**config.mk**
```make
export PLATFORM = sky130hd
export DESIGN_NAME = wave_sequencer_ctrl
export DESIGN_NICKNAME = d
export VERILOG_FILES = /design/src/rtl/wave_sequencer_ctrl.sv
export SDC_FILE = /design/constraint.sdc
export NUM_CORES = 1
export LEC_CHECK = 0
export CAP_MARGIN = 20
export CORE_MARGIN = 4
export CORE_UTILIZATION = 52
export DETAILED_ROUTE_END_ITERATION = 7
export PLACE_DENSITY_LB_ADDON = 0.1
export SLEW_MARGIN = 20
export SYNTH_ARGS = -nofsm -noshare
export SYNTH_HDL_FRONTEND = slang
export SYNTH_SLANG_ARGS = --single-unit
```
**constraint.sdc**
```tcl
create_clock -name qzt_clk -period 5.53 [get_ports qzt_clk]
set_input_delay 0.553 -clock qzt_clk [delete_from_list [all_inputs] [get_ports qzt_clk]]
set_output_delay 0.553 -clock qzt_clk [all_outputs]
set_load 0.01 [all_outputs]
```
**src/rtl/wave_sequencer_ctrl.sv**
```systemverilog
// Profile sequencer for one triangular up/down counter: loads limits/step/preset,
// generates the counter tick, and counts reversal carries per profile.
module wave_sequencer_ctrl #(
  parameter int unsigned TICK_DIV = 50,
  parameter int unsigned N_PROF   = 4,
  localparam int unsigned PW      = $clog2(N_PROF)
) (
  input  logic          qzt_clk,
  input  logic          reset,
  input  logic          cfg_we,
  input  logic [PW-1:0] cfg_addr,
  input  logic [31:0]   cfg_data,
  input  logic          start,
  input  logic          stop,
  input  logic          loop,
  input  logic          cnt_carry,
  output logic          cnt_clk,
  output logic          cnt_set,
  output logic [11:0]   cnt_preset,
  output logic [11:0]   cnt_limit_up,
  output logic [11:0]   cnt_limit_down,
  output logic [2:0]    cnt_step,
  output logic          busy,
  output logic [PW-1:0] prof_idx,
  output logic          done,
  output logic          err
);

  localparam int unsigned DW = (TICK_DIV > 2) ? $clog2(TICK_DIV) : 1;
  localparam logic [PW-1:0] LAST_IDX = PW'(N_PROF - 1);
  localparam logic [DW-1:0] DIV_LAST = DW'(TICK_DIV - 1);

  typedef enum logic [2:0] {IDLE, LOAD, RUN, NEXT, DONE} state_t;

  state_t        state;
  logic [31:0]   tbl [N_PROF];
  logic [4:0]    sh_n_half;
  logic [4:0]    half_cnt;
  logic [DW-1:0] div;
  logic          carry_q;
  logic          ran;
  logic          load_ok;
  logic          load_err;

  logic [PW-1:0] ld_idx;
  logic [31:0]   ld_slot;
  logic [11:0]   ld_up;
  logic [11:0]   ld_down;
  logic [2:0]    ld_step;
  logic [4:0]    ld_nh;
  logic          ld_valid;
  logic          go_load;

  // Profile table, writable at any time
  always_ff @(posedge qzt_clk or posedge reset) begin
    if (reset) begin
      for (int i = 0; i < N_PROF; i++) tbl[i] <= '0;
    end else if (cfg_we) begin
      tbl[cfg_addr] <= cfg_data;
    end
  end

  // Slot that the next LOAD will use, decoded one edge ahead so cnt_set is registered
  always_comb begin
    ld_idx = '0;
    if (state == NEXT && idx_not_last()) ld_idx = prof_idx + PW'(1);
    ld_slot  = tbl[ld_idx];
    ld_up    = ld_slot[11:0];
    ld_down  = ld_slot[23:12];
    ld_step  = ld_slot[26:24];
    ld_nh    = ld_slot[31:27];
    ld_valid = (ld_nh != 5'd0) && ({1'b0, ld_up} >= ({1'b0, ld_down} + 13'd3));
    go_load  = 1'b0;
    case (state)
      IDLE:    go_load = start && !stop;
      NEXT:    go_load = !stop && (idx_not_last() || (loop && ran));
      default: go_load = 1'b0;
    endcase
  end

  function automatic logic idx_not_last();
    return prof_idx != LAST_IDX;
  endfunction

  always_ff @(posedge qzt_clk or posedge reset) begin
    if (reset) begin
      state          <= IDLE;
      cnt_clk        <= 1'b0;
      cnt_set        <= 1'b0;
      cnt_preset     <= '0;
      cnt_limit_up   <= '0;
      cnt_limit_down <= '0;
      cnt_step       <= '0;
      busy           <= 1'b0;
      prof_idx       <= '0;
      done           <= 1'b0;
      err            <= 1'b0;
      sh_n_half      <= '0;
      half_cnt       <= '0;
      div            <= '0;
      carry_q        <= 1'b0;
      ran            <= 1'b0;
      load_ok        <= 1'b0;
      load_err       <= 1'b0;
    end else begin
      carry_q <= cnt_carry;
      cnt_set <= 1'b0;
      cnt_clk <= 1'b0;
      done    <= 1'b0;
      if (stop && state != IDLE) begin
        state <= IDLE;
        busy  <= 1'b0;
      end else begin
        case (state)
          IDLE: if (go_load) begin
            err   <= 1'b0;
            ran   <= 1'b0;
            busy  <= 1'b1;
            state <= LOAD;
          end
          LOAD: if (load_ok) begin
            ran      <= 1'b1;
            half_cnt <= '0;
            div      <= '0;
            state    <= RUN;
          end else begin
            if (load_err) err <= 1'b1;
            state <= NEXT;
          end
          RUN: if (half_cnt == sh_n_half) begin
            state <= NEXT;
          end else begin
            if (cnt_carry && !carry_q) half_cnt <= half_cnt + 5'd1;
            if (div == DIV_LAST) begin
              div     <= '0;
              cnt_clk <= 1'b1;
            end else begin
              div <= div + DW'(1);
            end
          end
          NEXT: if (go_load) begin
            if (!idx_not_last()) ran <= 1'b0;
            state <= LOAD;
          end else begin
            done  <= 1'b1;
            state <= DONE;
          end
          DONE: begin
            busy  <= 1'b0;
            state <= IDLE;
          end
          default: state <= IDLE;
        endcase
      end
      // Entering LOAD: capture the slot into the shadows and drive the counter set
      if (go_load) begin
        prof_idx <= ld_idx;
        load_ok  <= ld_valid;
        load_err <= (ld_nh != 5'd0) && !ld_valid;
        if (ld_valid) begin
          cnt_set        <= 1'b1;
          cnt_preset     <= ld_down + 12'd1;
          cnt_limit_up   <= ld_up;
          cnt_limit_down <= ld_down;
          cnt_step       <= ld_step;
          sh_n_half      <= ld_nh;
        end
      end
    end
  end

endmodule

```
# Word level (Yosys, flattened, before mapping)
# Index checks and enable logic that the tools add are counted.
# op_classes
add_sub_neg	5
magnitude_cmp	4
eq_ne	17
muxes	42
bitwise	3
n_reduce_logical	27
# op_table
cell	n
$bwmux W128	1
$mux W32	3
$bmux W32 S2	1
$demux W32 S2	1
$mux W1	18
$mux W6	3
$ne A2 B2 Y1 const B	9
$mux W5	3
$add A12 B2 Y13 const B	1
$ge A12 B13 Y1	1
$add A12 B1 Y12 const B	1
$mux W3	4
$pmux W3 S4	1
$pmux W6 S2	1
$pmux W5 S2	1
$reduce_and A5 Y1	2
$logic_and A1 B1 Y1	9
$reduce_bool A3 Y1	3
$add A6 B1 Y6 const B	1
$eq A3 B2 Y1 const B	2
$eq A6 B6 Y1 const B	1
$ge A3 B3 Y1 const B	2
$ne A3 B3 Y1 const B	2
$not A2 Y3	2
other kinds (18)	25
# word_totals
regBits	197
input_bits	41
out_inout_bits	46
wordCells	120

# Logic depth before layout (Yosys ltp)
# Gate-level depths: netlist of the first run.
# depth
ltp_word	12
depth_mapped	22
depth_no_buf	17

# Worst setup path after synthesis of the first run
# No wires, ideal clock.
# synth_path
kind	reg2reg
startpoint	reg prof_idx[0]
endpoint	reg cnt_limit_down[10]
setup_time_ps	125
t_arrival_ps	4518
path_slack_ps	887
stages_incl_launch_ff	21
path_buffers	5
cell_sequence	dfrtp_1 -> ha_1 -> buf_4 -> buf_4 -> buf_4 -> buf_2 -> mux2_2 -> o22ai_1 -> a2bb2oi_2 -> o21ai_0 -> nor2_1 -> xnor2_1 -> ha_1 -> a21o_1 -> a21oi_1 -> o21ai_0 -> a21oi_1 -> o31a_1 -> a311oi_4 -> buf_6 -> mux2_4
# synth_between
elab_chain_cells	11
word_cells_on_any_way	16
# synth_rtl
element	line_no	source
start: declaration	24	output logic [PW-1:0] prof_idx,
start signal: assignment	157	prof_idx <= ld_idx;
parallel branches: the longest is 2 deep, another holds $add A2 B1 Y2	n/a	
$mux W2 (*)	66	if (state == NEXT && idx_not_last()) ld_idx = prof_idx + PW'(1);
$not A2 Y3 (implied by the code) (*)	67	ld_slot = tbl[ld_idx];
$bmux W32 S2 (*)	67	
$mux W32 (implied by the code) (*) (2 in a row)	67	
net ld_slot[13]	46	logic [31:0] ld_slot;
$add A12 B2 Y13 (*)	72	ld_valid = (ld_nh != 5'd0) && ({1'b0, ld_up} >= ({1'b0, ld_down} + 13'd3));
$ge A12 B13 Y1 (*)	72	
$logic_and A1 B1 Y1 (*)	72	
$reduce_and A2 Y1 (no source line) (*)	n/a	
end signal: assignment	164	cnt_limit_down <= ld_down;
end: declaration	21	output logic [11:0] cnt_limit_down,
# Mark *: on every way through the listed nets, which the timed path passes. The select of a mux whose other input is x is not followed.
# A chain may end at the register's enable or synchronous reset.

# Worst setup path after layout of the first run
# layout_path
startpoint	reg prof_idx[0]
endpoint	reg cnt_limit_up[11]
# layout_between
elab_chain_cells	11
word_cells_on_any_way	16
# layout_rtl
element	line_no	source
parallel branches: the longest is 11 deep, another holds $add A12 B2 Y13	n/a	
end signal: assignment	163	cnt_limit_up <= ld_up;
end: declaration	20	output logic [11:0] cnt_limit_up,
# Parallel ways; which one is timed is not known. The select of a mux whose other input is x is not followed.

==> flow_summary.ini, run 1 <==
[sta]
min_period_over_period_pct = 86.9
worstMarginPinSlew_ns = 0.894
post-route-min-period_ns = 4.80
max-slew-margin-rel_pct = 40.3
max_clock_freq_mhz = 208
rsz0062_at_grt = false
maxSlewViolCount = 0
hold_violations = 0
finalSetupViolCount = 0
skew_ns = 0.0124
setup_tns_ns = 0
hold-worst-slack_ns = 0.504

[synth]
ys_warn_count = 0
synth_top_family_by_area = multiplexers
synth-compound-area-share_pct = 8.23
synthArstFlopShare_pct = 100
synth.distinct_cells = 57
synthAdderAreaFrac_pct = 2.36
synthMuxAreaShare_pct = 25.4
synth_top_area_share_pct = 51.7
syn_area_per_cell_um2 = 12.8
ys_seq_area_share_pct = 51.7
synth_area_um2 = 9530
synth-seq-cells = 197
synthesis.nets = 804
synth_top_area_cell = dfrtp_1
yosys-top-cells-area = dfrtp_1 52%, mux2_2 17%, mux2_4 5.7%
synthFlopType = dfrtp_1
syn_inst = 745
synth-xor-area-share_pct = 2.66
synthSimpleGateAreaFrac_pct = 7.13
synth_edf_count = 0

[placed_design]
dpl.hpwl_mm = 14.2
io_buffer_count = 86
gp_congestion = 0.772

[critical_path]
r2r_end = cnt_limit_up[11]$_DFFE_PP0P_
startpoint_type = flip-flop
cp.buffers_inverters = 3
timing.rr.start = prof_idx[0]$_DFFE_PP0P_
cp_data_required_time_ns = 5.85
reg2reg_depth = 14
cp_max_fo = 46
cp_cell_sequence = buf_4 -> nor2b_1 -> nor2_4 -> buf_4 -> a2bb2oi_2 -> o21ai_0 -> nor4_1 -> xnor2_1 -> ha_1 -> nand4_1 -> o31a_1 -> a311oi_4 -> buf_12 -> mux2_2
slowest_delay_ns = 0.41
cp_top_family = compound AO/OA/AOI/OAI gates
path_common_cell = buf_4
regToRegSetupSlack_ns = 0.73
path_class = reg2reg
crit_slowest_cell = a2bb2oi_2
arrival_ns = 5.12
critPathCaptureType = flip-flop

[worst_hold_path]
min-delay-start = tbl[29]$_DFFE_PP0P_
hold_depth = 1
min_path_type = reg2reg
min_to = tbl[29]$_DFFE_PP0P_

[pwr]
p_leak_nw = 4.73
comb_power_share_pct = 34.3
power.share.clock_pct = 24.6
p_sw_share_pct = 31.7
p_seq_share_pct = 41.1
peakVddDrop_mv = 0.249
p_per_area_nw_per_um2 = 454
power.internal_mw = 3.49
power.switching_mw = 1.62

[clocking]
clock_latency_ns = 0.43
cts_sinks = 197
clock_path_buffers = 2
clk_pin_slew_ns = 0.07
post-cts-setup-buffer-count = 0
cts_buffers = 17
post_cts_resized = 0
htreeDepth = 4
cts_tree = done
cts-hold-fix-buffers = 0
cts-root-buf = clkbuf_16

[drt]
drtAntennaViolNets = 0
vias = 6225
drtIter0Drc = 325
viasPerCell = 5.81
drt_wl_total_mm = 21.4
wl_per_cell_um = 20.0
first_pass_iters = 4
drc = 0

[global_routing]
grt_pass1_wl_mm = 34.6
grt_overflow = 0
grt_start_max_net_pins = 159
track_usage_pct = 21.7
antenna_found_initial = 0
grt_pass1_vias = 6443

[job]
max_cap_violations = 0

[layout]
fin_nets = 889
num_antenna_cells = 0
syn_to_final_growth_pct = 17.9
layout-drive-gt1-share_pct = 29.4

[floorplan]
start_util_pct = 52.9
die_h_um = 143
fp-row-count = 49
core_area_um2 = 18000
die_x_um = 143
dieArea_um2 = 20600
num_io_pins = 87

[outcome]
status = finished clean
==> registers in the layout, summed over array words and instances, names as in the netlist, 2 cells and up <==
signal and cells:
div 6, half_cnt 5, tbl 128, cnt_limit_up 12, cnt_limit_down 12, prof_idx 2, cnt_preset 12, state 3
cnt_step 3, sh_n_half 5
==> logic make-up after synthesis <==
group | count (synthesis)
compound gates | 116
xor+xnor | 29
fa+ha+maj | 18
buf+inv | 49
flops | 197
mux | 204
simple gates | 132
==> layout make-up <==
class / count / area, um2
fill: 1430 / 6790
sequential: 197 / 4930
multi-input combinational: 499 / 4370
timing repair buffer: 102 / 1010
clock buffer: 17 / 425
tap: 229 / 287
clock inverter: 15 / 173
inverter: 13 / 52.6
==> per-layer routing <==
| layer | track usage (%) | vias up | share of wire, % |
|---|---|---|---|
| met1 | 31.0 | 3184 | 47 |
| met3 | 4.63 | 13 | 5.1 |
| met5 | 0 | - | 0 |
| met4 | 4.81 | 0 | 0.85 |
| li1 | - | 2879 | - |
| met2 | 34.3 | 149 | 47 |
==> worst max-delay path by stage <==
| stage | from | to | slack [ns] | cells past startpoint |
|---|---|---|---|---|
| 6_report | prof_idx[0]$_DFFE_PP0P_ | cnt_limit_up[11]$_DFFE_PP0P_ | 0.73 | 14 |
| 5_1_grt | prof_idx[0]$_DFFE_PP0P_ | cnt_limit_up[11]$_DFFE_PP0P_ | 0.41 | 16 |
| 4_1_cts | prof_idx[0]$_DFFE_PP0P_ | cnt_step[2]$_DFFE_PP0P_ | 0.75 | 14 |
| 3_5_place_dp | prof_idx[0]$_DFFE_PP0P_ | cnt_step[2]$_DFFE_PP0P_ | 0.75 | 14 |
| 3_3_place_gp | prof_idx[0]$_DFFE_PP0P_ | sh_n_half[4]$_DFFE_PP0P_ | 0.82 | 16 |
| 2_1_floorplan | prof_idx[0]$_DFFE_PP0P_ | cnt_limit_down[10]$_DFFE_PP0P_ | 0.89 | 20 |
==> power by group through the flow <==
stage	Sequential (mW)	Clock [mW]	Combinational (mW)
after floorplan	2.11	0	1.09
after global placement	2.10	0	1.71
final	2.10	1.26	1.75
after detailed placement	2.12	0	1.76
after CTS	2.10	1.28	1.77
after global routing	2.15	1.34	1.90
==> cells in the final DEF (no fill, tap or decap), types with 3 or more instances in the layout <==
cell type,synthesis,routed
dfrtp_1,197,196
mux2_2,146,146
clkdlybuf4s50_1,0,86
nor2_1,37,37
mux2_4,36,36
nand2_1,32,32
o21ai_0,29,29
a21oi_1,25,25
mux2i_1,21,21
xor2_1,18,18
o22ai_1,18,18
ha_1,18,18
clkbuf_16,0,17
buf_4,4,14
inv_1,13,12
xnor2_1,11,11
nand3_1,9,9
nand4_1,9,9
clkinvlp_4,0,8
nand3b_1,7,7
a211oi_1,7,7
nor2b_1,6,6
a2bb2oi_1,6,6
nor3_1,5,5
nand2b_1,5,5
nor4_1,5,5
and3_1,4,4
a21o_1,3,3
o31ai_1,3,3
a2bb2oi_2,3,3
inv_8,0,3
==> per-stage QoR <==
stage          util (%)  worst slack [ns]  std cells  total power, mW  area [um2]
6_report           62.4             0.726       1072             5.10       11200
5_1_grt            62.4             0.411       1072             5.39       11200
2_1_floorplan         -             0.887        745             3.21        9540
3_3_place_gp       59.0             0.823       1040             3.81       10600
3_5_place_dp       59.0             0.754       1040             3.88       10600
4_1_cts            62.4             0.751       1072             5.14       11200
==> cells in the mapped netlist, types with 11 or more instances <==
| cell | instances |
|---|---|
| mux2_4 | 36 |
| xnor2_1 | 11 |
| inv_1 | 13 |
| o21ai_0 | 29 |
| nor2_1 | 37 |
| ha_1 | 18 |
| mux2_2 | 146 |
| xor2_1 | 18 |
| nand2_1 | 32 |
| o22ai_1 | 18 |
| a21oi_1 | 25 |
| clkbuf_1 | 14 |
| dfrtp_1 | 197 |
| mux2i_1 | 21 |
Power figures use the tool's default switching activity.
==> run 2: changes to the inputs <==
Settings changed: CAP_MARGIN 20 to unset.
==> results of run 2 <==
Same layout as run 1: the final DEF is identical, and so are final timing and power.
==> run 3: changes to the inputs <==
Settings changed: ABC_AREA set to 0.
==> results of run 3 <==
Same layout as run 1: the final DEF is identical, and so are final timing and power.
